File: config.mk
export PLATFORM = sky130hd
export DESIGN_NAME = fc_layer_sequencer
export DESIGN_NICKNAME = d
export VERILOG_FILES = /design/src/rtl/fc_layer_sequencer.sv
export SDC_FILE = /design/constraint.sdc
export NUM_CORES = 1
export LEC_CHECK = 0
export ABC_CLOCK_PERIOD_IN_PS = 7100
export CORE_ASPECT_RATIO = 0.7
export CORE_MARGIN = 3
export CORE_UTILIZATION = 41
export CTS_CLUSTER_SIZE = 20
export DETAILED_ROUTE_END_ITERATION = 10
export PLACE_DENSITY = 0.73
export SLEW_MARGIN = 30
export SYNTH_ARGS = -nofsm -noshare
export SYNTH_HDL_FRONTEND = slang
export SYNTH_SLANG_ARGS = --single-unit
File: constraint.sdc
create_clock -name clk -period 7.1 [get_ports clk]
set_clock_uncertainty 0.2 [all_clocks]
set_input_delay 1.42 -clock clk [delete_from_list [all_inputs] [get_ports clk]]
set_output_delay 1.42 -clock clk [all_outputs]
set_load 0.005 [all_outputs]
File: src/rtl/fc_layer_sequencer.sv
// fc_layer_sequencer
//   Control FSM for one fully-connected layer pass. Fetches the layer header
//   and per-neuron bias from the network-structure block, requests weight
//   chunks, streams INPUTS_MAC activations per chunk into the PE_FC MAC array,
//   accumulates one neuron at a time, then adds bias, requantizes (arithmetic
//   right shift), optionally applies ReLU, saturates to int8 and writes the
//   result to output-feature memory.
//
//   state | meaning
//   IDLE  | waiting for start
//   HDR   | waiting for layer header + first bias
//   REQW  | get_weight pulse
//   WAITW | waiting for weight chunk
//   ADDR  | compute activation read addresses for chunk c
//   RD    | synchronous memory read in flight
//   LOAD  | drive activations/weights, write_kernel pulse
//   MACW  | wait MAC_LAT cycles for macs_result
//   ACC   | accumulate, advance chunk counter
//   OUT   | requantize and write one output byte
//   NEXT  | next neuron / next layer / done decision
//   WAITB | waiting for next neuron bias
//
// Ports
//   clk, rst              clock, synchronous active-high reset
//   start                 begin one layer pass (IDLE only)
//   cant_inputs .. frac   layer header from the structure block
//   struct_ready          header/kernel/bias valid
//   next_layer/next_neuron/get_weight  one-cycle request pulses
//   kernel, bias          weight chunk and signed neuron bias
//   weights2arr, if_data, write_kernel, macs_result  MAC array interface
//   if_base_in, if_address, if_data_memory           activation memory
//   en_w, of_write, of_w_address, of_read, of_r_address  output memory
module fc_layer_sequencer #(
  parameter int ADDRESS_BITS = 6,
  parameter int COLS_MAC     = 4,
  parameter int INPUTS_MAC   = 6,
  parameter int MAC_LAT      = 1
) (
  input  logic                                       clk,
  input  logic                                       rst,
  input  logic                                       start,
  input  logic [7:0]                                 cant_inputs,
  input  logic [15:0]                                iters_per_neuron,
  input  logic [7:0]                                 modulo,
  input  logic [7:0]                                 cant_neurons,
  input  logic [7:0]                                 last,
  input  logic [15:0]                                of_offset,
  input  logic [7:0]                                 n,
  input  logic [7:0]                                 frac,
  input  logic                                       struct_ready,
  output logic                                       next_layer,
  output logic                                       next_neuron,
  output logic                                       get_weight,
  input  logic [INPUTS_MAC-1:0][7:0]                 kernel,
  input  logic signed [31:0]                         bias,
  output logic [INPUTS_MAC-1:0][7:0]                 weights2arr,
  output logic                                       write_kernel,
  input  logic [ADDRESS_BITS-1:0]                    if_base_in,
  input  logic signed [31:0]                         macs_result,
  output logic [COLS_MAC-1:0]                        en_w,
  output logic [INPUTS_MAC-1:0][7:0]                 if_data,
  input  logic [INPUTS_MAC-1:0][7:0]                 if_data_memory,
  output logic [INPUTS_MAC-1:0][ADDRESS_BITS-1:0]    if_address,
  output logic [COLS_MAC-1:0][7:0]                   of_write,
  output logic [COLS_MAC-1:0][ADDRESS_BITS-1:0]      of_w_address,
  input  logic [COLS_MAC-1:0][7:0]                   of_read,
  output logic [COLS_MAC-1:0][ADDRESS_BITS-1:0]      of_r_address
);

  typedef enum logic [3:0] {
    IDLE  = 4'd0,
    HDR   = 4'd1,
    REQW  = 4'd2,
    WAITW = 4'd3,
    ADDR  = 4'd4,
    RD    = 4'd5,
    LOAD  = 4'd6,
    MACW  = 4'd7,
    ACC   = 4'd8,
    OUT   = 4'd9,
    NEXT  = 4'd10,
    WAITB = 4'd11
  } state_t;

  state_t state_q, state_d;

  // Set for the cycle right after any request pulse so the struct block gets
  // one cycle to drop a stale struct_ready before it is sampled.
  logic skip_q;

  logic [15:0]                                 iters_q;
  logic [7:0]                                  modulo_q;
  logic [7:0]                                  neurons_q;
  logic                                        last_q;
  logic [ADDRESS_BITS-1:0]                     offset_q;
  logic [7:0]                                  frac_q;
  logic signed [31:0]                          bias_q;
  logic [INPUTS_MAC-1:0][7:0]                  kernel_q;
  logic [7:0]                                  neuron_q;
  logic [15:0]                                 c_q;
  logic signed [31:0]                          acc_q;
  logic [7:0]                                  lat_q;
  logic [INPUTS_MAC-1:0][ADDRESS_BITS-1:0]     addr_q;

  logic                                        take;
  logic                                        hdr_empty;
  logic                                        more_neurons;
  logic                                        more_chunks;
  logic                                        last_chunk;
  logic [INPUTS_MAC-1:0][ADDRESS_BITS-1:0]     addr_calc;
  logic signed [31:0]                          sum;
  logic signed [31:0]                          shifted;
  logic signed [31:0]                          clipped;
  logic [7:0]                                  result;
  logic [ADDRESS_BITS-1:0]                     wr_addr;
  int                                          lane_sel;

  logic unused_inputs;
  assign unused_inputs = ^{of_read, n, cant_inputs, of_offset};

  assign take         = !skip_q && struct_ready;
  assign hdr_empty    = (iters_per_neuron == 16'd0) || (cant_neurons == 8'd0);
  assign more_neurons = (iters_q != 16'd0) &&
                        (({1'b0, neuron_q} + 9'd1) < {1'b0, neurons_q});
  assign more_chunks  = (({1'b0, c_q} + 17'd1) < {1'b0, iters_q});
  assign last_chunk   = (c_q == iters_q - 16'd1);
  assign if_address   = addr_q;
  assign of_r_address = '0;

  always_comb begin
    addr_calc = '0;
    for (int i = 0; i < INPUTS_MAC; i++) begin
      addr_calc[i] = ADDRESS_BITS'(32'(if_base_in) + 32'(c_q) * 32'(INPUTS_MAC) + 32'(i));
    end
  end

  // Requantization: 32-bit wrap on the bias add, arithmetic shift, optional
  // ReLU, then int8 saturation.
  always_comb begin
    sum     = acc_q + bias_q;
    shifted = sum >>> frac_q;
    clipped = shifted;
    if (!last_q && shifted < 0) begin
      clipped = 32'sd0;
    end
    if (clipped > 32'sd127) begin
      result = 8'h7F;
    end else if (clipped < -32'sd128) begin
      result = 8'h80;
    end else begin
      result = clipped[7:0];
    end
    wr_addr  = offset_q + ADDRESS_BITS'(32'(neuron_q) / 32'(COLS_MAC));
    lane_sel = int'(32'(neuron_q) % 32'(COLS_MAC));
  end

  always_ff @(posedge clk) begin
    if (rst) begin
      state_q <= IDLE;
    end else begin
      state_q <= state_d;
    end
  end

  always_comb begin
    state_d      = state_q;
    next_layer   = 1'b0;
    next_neuron  = 1'b0;
    get_weight   = 1'b0;
    write_kernel = 1'b0;
    en_w         = '0;
    weights2arr  = '0;
    if_data      = '0;
    of_write     = '0;
    of_w_address = '0;
    case (state_q)
      IDLE: begin
        if (start) state_d = HDR;
      end
      HDR: begin
        if (take) state_d = hdr_empty ? NEXT : REQW;
      end
      REQW: begin
        get_weight = 1'b1;
        state_d    = WAITW;
      end
      WAITW: begin
        if (take) state_d = ADDR;
      end
      ADDR: state_d = RD;
      RD:   state_d = LOAD;
      LOAD: begin
        write_kernel = 1'b1;
        weights2arr  = kernel_q;
        for (int i = 0; i < INPUTS_MAC; i++) begin
          // Lanes past the remainder of a partial final chunk carry no input.
          if (!(last_chunk && modulo_q != 8'd0 && 32'(i) >= 32'(modulo_q))) begin
            if_data[i] = if_data_memory[i];
          end
        end
        state_d = MACW;
      end
      MACW: begin
        if (lat_q == 8'd0) state_d = ACC;
      end
      ACC: begin
        state_d = more_chunks ? REQW : OUT;
      end
      OUT: begin
        for (int k = 0; k < COLS_MAC; k++) begin
          if (k == lane_sel) begin
            en_w[k]         = 1'b1;
            of_write[k]     = result;
            of_w_address[k] = wr_addr;
          end
        end
        state_d = NEXT;
      end
      NEXT: begin
        if (more_neurons) begin
          next_neuron = 1'b1;
          state_d     = WAITB;
        end else if (last_q) begin
          state_d = IDLE;
        end else begin
          next_layer = 1'b1;
          state_d    = HDR;
        end
      end
      WAITB: begin
        if (take) state_d = REQW;
      end
      default: state_d = IDLE;
    endcase
  end

  always_ff @(posedge clk) begin
    if (rst) begin
      skip_q    <= 1'b0;
      iters_q   <= '0;
      modulo_q  <= '0;
      neurons_q <= '0;
      last_q    <= 1'b0;
      offset_q  <= '0;
      frac_q    <= '0;
      bias_q    <= '0;
      kernel_q  <= '0;
      neuron_q  <= '0;
      c_q       <= '0;
      acc_q     <= '0;
      lat_q     <= '0;
      addr_q    <= '0;
    end else begin
      skip_q <= get_weight | next_neuron | next_layer;
      case (state_q)
        HDR: begin
          if (take) begin
            iters_q   <= iters_per_neuron;
            modulo_q  <= modulo;
            neurons_q <= cant_neurons;
            last_q    <= (last != 8'd0);
            offset_q  <= of_offset[ADDRESS_BITS-1:0];
            frac_q    <= frac;
            bias_q    <= bias;
            neuron_q  <= '0;
            c_q       <= '0;
            acc_q     <= '0;
          end
        end
        WAITW: begin
          if (take) kernel_q <= kernel;
        end
        ADDR: addr_q <= addr_calc;
        LOAD: lat_q <= 8'(MAC_LAT - 1);
        MACW: begin
          if (lat_q != 8'd0) lat_q <= lat_q - 8'd1;
        end
        ACC: begin
          acc_q <= acc_q + macs_result;
          c_q   <= c_q + 16'd1;
        end
        NEXT: begin
          if (more_neurons) begin
            neuron_q <= neuron_q + 8'd1;
            c_q      <= '0;
            acc_q    <= '0;
          end
        end
        WAITB: begin
          if (take) bias_q <= bias;
        end
        default: ;
      endcase
    end
  end

endmodule

==> After elaboration in Yosys (flattened, before gate mapping) <==
Cells that the tools add are included.
{ "totals": {"regBits": 232, "latchBits": 0, "mem_bits_rw": 0, "romBits": 0, "in_bits": 282, "output_inout_bits": 220, "wordCells": 164, "memories": 0} }
{ "classes": {"add_sub_neg": 15, "multipliers": 1, "n_div": 0, "magnitude_cmp": 11, "n_eq_ne": 22, "shift": 1, "n_mux": 54, "n_bitwise": 2, "reduce_logical": 33} }
{ "op_table": {"columns": ["op", "count"], "rows": [
  ["$mux W32", 4],
  ["$mux W8", 15],
  ["$mux W48", 2],
  ["$pmux W32 S3", 1],
  ["$add A32 B32 Y32", 2],
  ["$pmux W16 S3", 1],
  ["$pmux W4 S12", 1],
  ["$mux W4", 9],
  ["$gt A32 B8 Y1 const B", 1],
  ["$logic_not A32 Y1", 1],
  ["$lt A32 B1 Y1 const B", 1],
  ["$lt A32 B8 Y1 const B", 1],
  ["$mux W16", 2],
  ["$pmux W8 S2", 2],
  ["$sshr A32 B8 Y32", 1],
  ["$mux W24", 1],
  ["$mux W6", 4],
  ["$reduce_bool A8 Y1", 3],
  ["$add A16 B1 Y17 const B", 1],
  ["$lt A17 B16 Y1", 1],
  ["$add A16 B1 Y16 const B", 1],
  ["$eq A16 B16 Y1", 1],
  ["$eq A4 B3 Y1 const B", 4],
  ["$eq A4 B4 Y1 const B", 4],
  ["33 further kinds", 75]
]} }

==> Depth between registers and ports, before layout <==
{ "logic_depth": {"ltp_word": 10, "ltp_mapped": 19, "ltp_nobuf": 18} }

==> Worst setup path before layout <==
OpenSTA, ideal clock, no wires.
{ "synth_path": {"path_type": "reg2out", "from": "register acc_q[0]", "to": "output of_write[11] (netlist name)", "t_arrival_ns": 4.497, "t_required_ns": 5.480, "slack_ns": 0.983, "stages_incl_launch_ff": 19, "n_path_buf": 0, "path_cell_list": "dfxtp_1 -> ha_1 -> inv_1 -> fa_1 -> nand2b_1 -> a21oi_1 -> o2111a_1 -> nor3b_4 -> or4_1 -> nand3_1 -> a2bb2oi_1 -> o311ai_0 -> o32ai_1 -> mux2i_1 -> o31a_1 -> a2111oi_2 -> a41oi_2 -> o31a_1 -> nor2_1"} }
{ "synth_rtl": {"columns": ["item", "line", "rtl"], "rows": [
  ["start: declaration", "101", "logic signed [31:0] acc_q;"],
  ["start signal: assignment", "279", "acc_q <= acc_q + macs_result;"],
  ["end: declaration", "64", "output logic [COLS_MAC-1:0][7:0] of_write,"]
]} }

==> flow_metrics.tcl <==
set metrics [dict create \
    hold_path.class "flip-flop to flip-flop" \
    p_leak_nw 10.0 \
    first_iter_violations 1905 \
    hold_violations 0 \
    synth_ff_type "dfxtp_1" \
    rsz0062_at_grt "yes" \
    areaGrowthSynthToFinish_pct 40.5 \
    crit_family "compound AO/OA/AOI/OAI gates" \
    period_share 0.983 \
    postSynthCellCount 2418 \
    cts_root_buf "clkbuf_16" \
    crit_type "flip-flop to primary output" \
    synth_fa_ha_area_frac 0.0853 \
    htree_levels 1 \
    tightestPinTransition_ns 1.04 \
    ys_seq_elements 226 \
    instances_no_fill 3441 \
    start_util 0.422 \
    maxSlewHeadroom 0.301 \
    yosys.area.top_type_share 0.257 \
    synth_edf_count 0 \
    cts_buffers 26 \
    cts_buffer_depth 3 \
    fin_nets 3278 \
    tns_ns 0 \
    die-area_um2 45500 \
    ys_warn_count 0 \
    io_pins 502 \
    crit_buf_inv 10 \
    wl_per_cell_um 20.2 \
    ir_worst_vdd_mv 0.149 \
    hold_depth 2 \
    outcome "complete, no violations" \
    cp_common_cell "buf_4" \
    die_h_um 179 \
    critPathCaptureType "primary output" \
    synth.largest_area_cell "dfxtp_1" \
    cp.required_ns 5.48 \
    start_kind "flip-flop" \
    period_minus_slack_ns 6.98 \
    synth-compound-area-share 0.251 \
    cp.arrival_ns 5.36 \
    die_x_um 254 \
    ys_seq_area_frac 0.257 \
    dpl.cell_count 3371 \
    yosysMostFrequentCell "nand2_1" \
    drive_gt1_frac 0.141 \
    power_density_nw_per_um2 278 \
    via_per_inst 5.70 \
    netlist_area_um2 17600 \
    fmax_ghz 0.143 \
    dpl.hpwl_mm 53.5 \
    dpl_worst_slack_ns 0.00974 \
    drc_errors 0 \
    crit_path_max_fanout 6 \
    antenna_found_initial 3 \
    cpPeakStageDelay_ns 0.53 \
    maxCapViolations 0 \
    synth-simple-area-share 0.259 \
    first_pass_iters 6 \
    fin_ws_ns 0.118 \
    drv_slew 0 \
    grt.total_usage 0.290 \
    synthMuxAreaShare 0.0240 \
    grt_pass1_wl_mm 106 \
    clock_sinks 226 \
    synthXorXnorAreaFrac 0.0642 \
    core_um2 41700 \
    clk_latency_ns 0.57 \
    synth.area.top_cells "dfxtp_1 26%, nand2_1 8.8%, ha_1 8.0%, a21oi_1 7.8%, nor2_1 4.9%" \
    grt_max_degree 88 \
    async_reset_ff_frac 0 \
    worst_hold_slack_ns 0.249 \
    gr-total-overflow 0 \
    std_cell_rows 62 \
    synth_top_family_by_area "simple AND/OR/NAND/NOR gates" \
    ant_nets 0 \
    grt_pass1_vias 18600 \
    synthTopCellsByCount "414 x nand2_1, 275 x a21oi_1, 230 x nor2_1" \
    avgSynthCellArea_um2 7.28 \
    worst-path-stages 25 \
    gp_congestion 0.960 \
    cts_tree "built" \
    yosysUniqueCellTypes 93 \
    reg2regPathDepth 17 \
    setup_viol 0 \
    io_buffers 419 \
    clkSlewWorstSetupHoldPaths_ns 0.06 \
    vias 19600 \
    drt-total-wl_mm 69.7 \
    critPathSlowestCell "or4_4" \
]
[timing repair]
item / CTS / global route
hold buffers: 0 / 0
buffers inserted: 12 / 12
gates resized for setup: 91 / 133
pin swaps: 32 / 49
setup endpoints to repair: 28 / 28
cloned: 0 / 0
[cells by family (layout without fill, tap and decap cells)]
logic type      count (synthesis)  in the layout
simple gates                  988            988
compound gates                674            674
buf+inv                       245            699
flops                         226            226
xor+xnor                      129            129
fa+ha+maj                     117            117
mux                            38             38
other cells                     1             26
[metrics by stage]
stage	power (mW)	util	instance area (µm²)
final	6.87	0.593	24700
after detailed placement	5.03	0.549	22900
after CTS	6.57	0.582	24300
after floorplan	3.76	-	17700
after global routing	7.29	0.593	24700
after global placement	4.97	0.549	22900
[layout by cell type (no fill, tap or decap), types with 15 or more instances in the layout]
cell type        count
a22oi_1             38
a21o_1              39
conb_1              24
a211oi_1            28
ha_1                97
mux2i_1             27
nor3_1              33
clkbuf_2            21
and3_1              28
nor2b_1             15
a31oi_1             18
a21oi_1            265
o211ai_1            26
xor2_1              48
nor2_1             226
and2_1             118
nand3_1             37
nor4_1              17
o21a_1              22
clkbuf_16           26
buf_4              154
inv_1               70
o21ai_0             60
nand2_1            411
dfxtp_1            211
clkdlybuf4s50_1    390
xnor2_1             77
dfxtp_2             15
[worst min-delay path, delay by kind of cell, from the launching register on]
| kind | cells | cell delay [ns] |
|---|---|---|
| AOI/OAI and AO/OA | 1 | 0.05 |
| DFF | 1 | 0.30 |
| and+or+nand+nor | 1 | 0.05 |
[worst paths after layout]
path                              startpoint           end  slack, ns
worst max register to register      acc_q[1]     acc_q[31]       1.95
worst min register to register  kernel_q[16]  kernel_q[16]       0.25
worst min-delay path            kernel_q[16]  kernel_q[16]       0.25
worst max-delay path              bias_q[10]  of_write[22]       0.12
[report_power, final]
part           internal, mW  total [mW]  switching, mW
sequential             1.42        1.59          0.170
combinational          1.73        3.96           2.23
clock                 0.758        1.32          0.567
[layer usage]
layer  track usage  up-vias  part of all wire
met5             0        -           0.00010
met4        0.0545        2             0.019
met3        0.0571       91             0.086
met2         0.437      783              0.43
met1         0.430     9361              0.46
li1              -     9379                 -
[sequential cells by signal, summed over array words and instances, names as in the netlist]
name        count
acc_q          32
bias_q         32
c_q            16
frac_q          8
if_address     30
iters_q        16
kernel_q       48
last_q          1
lat_q           8
modulo_q        8
neuron_q        8
neurons_q       8
offset_q        6
skip_q          1
state_q         4
[layout make-up]
| type | count | area [µm²] |
|---|---|---|
| fill | 3751 | 17000 |
| inverter | 71 | 267 |
| sequential | 226 | 4540 |
| antenna | 2 | 5.00 |
| multi-input combinational | 1970 | 13000 |
| clock inverter | 8 | 80.1 |
| clock buffer | 36 | 738 |
| tap | 544 | 681 |
| timing repair buffer | 584 | 5440 |
(Power assumes the default switching activity.)
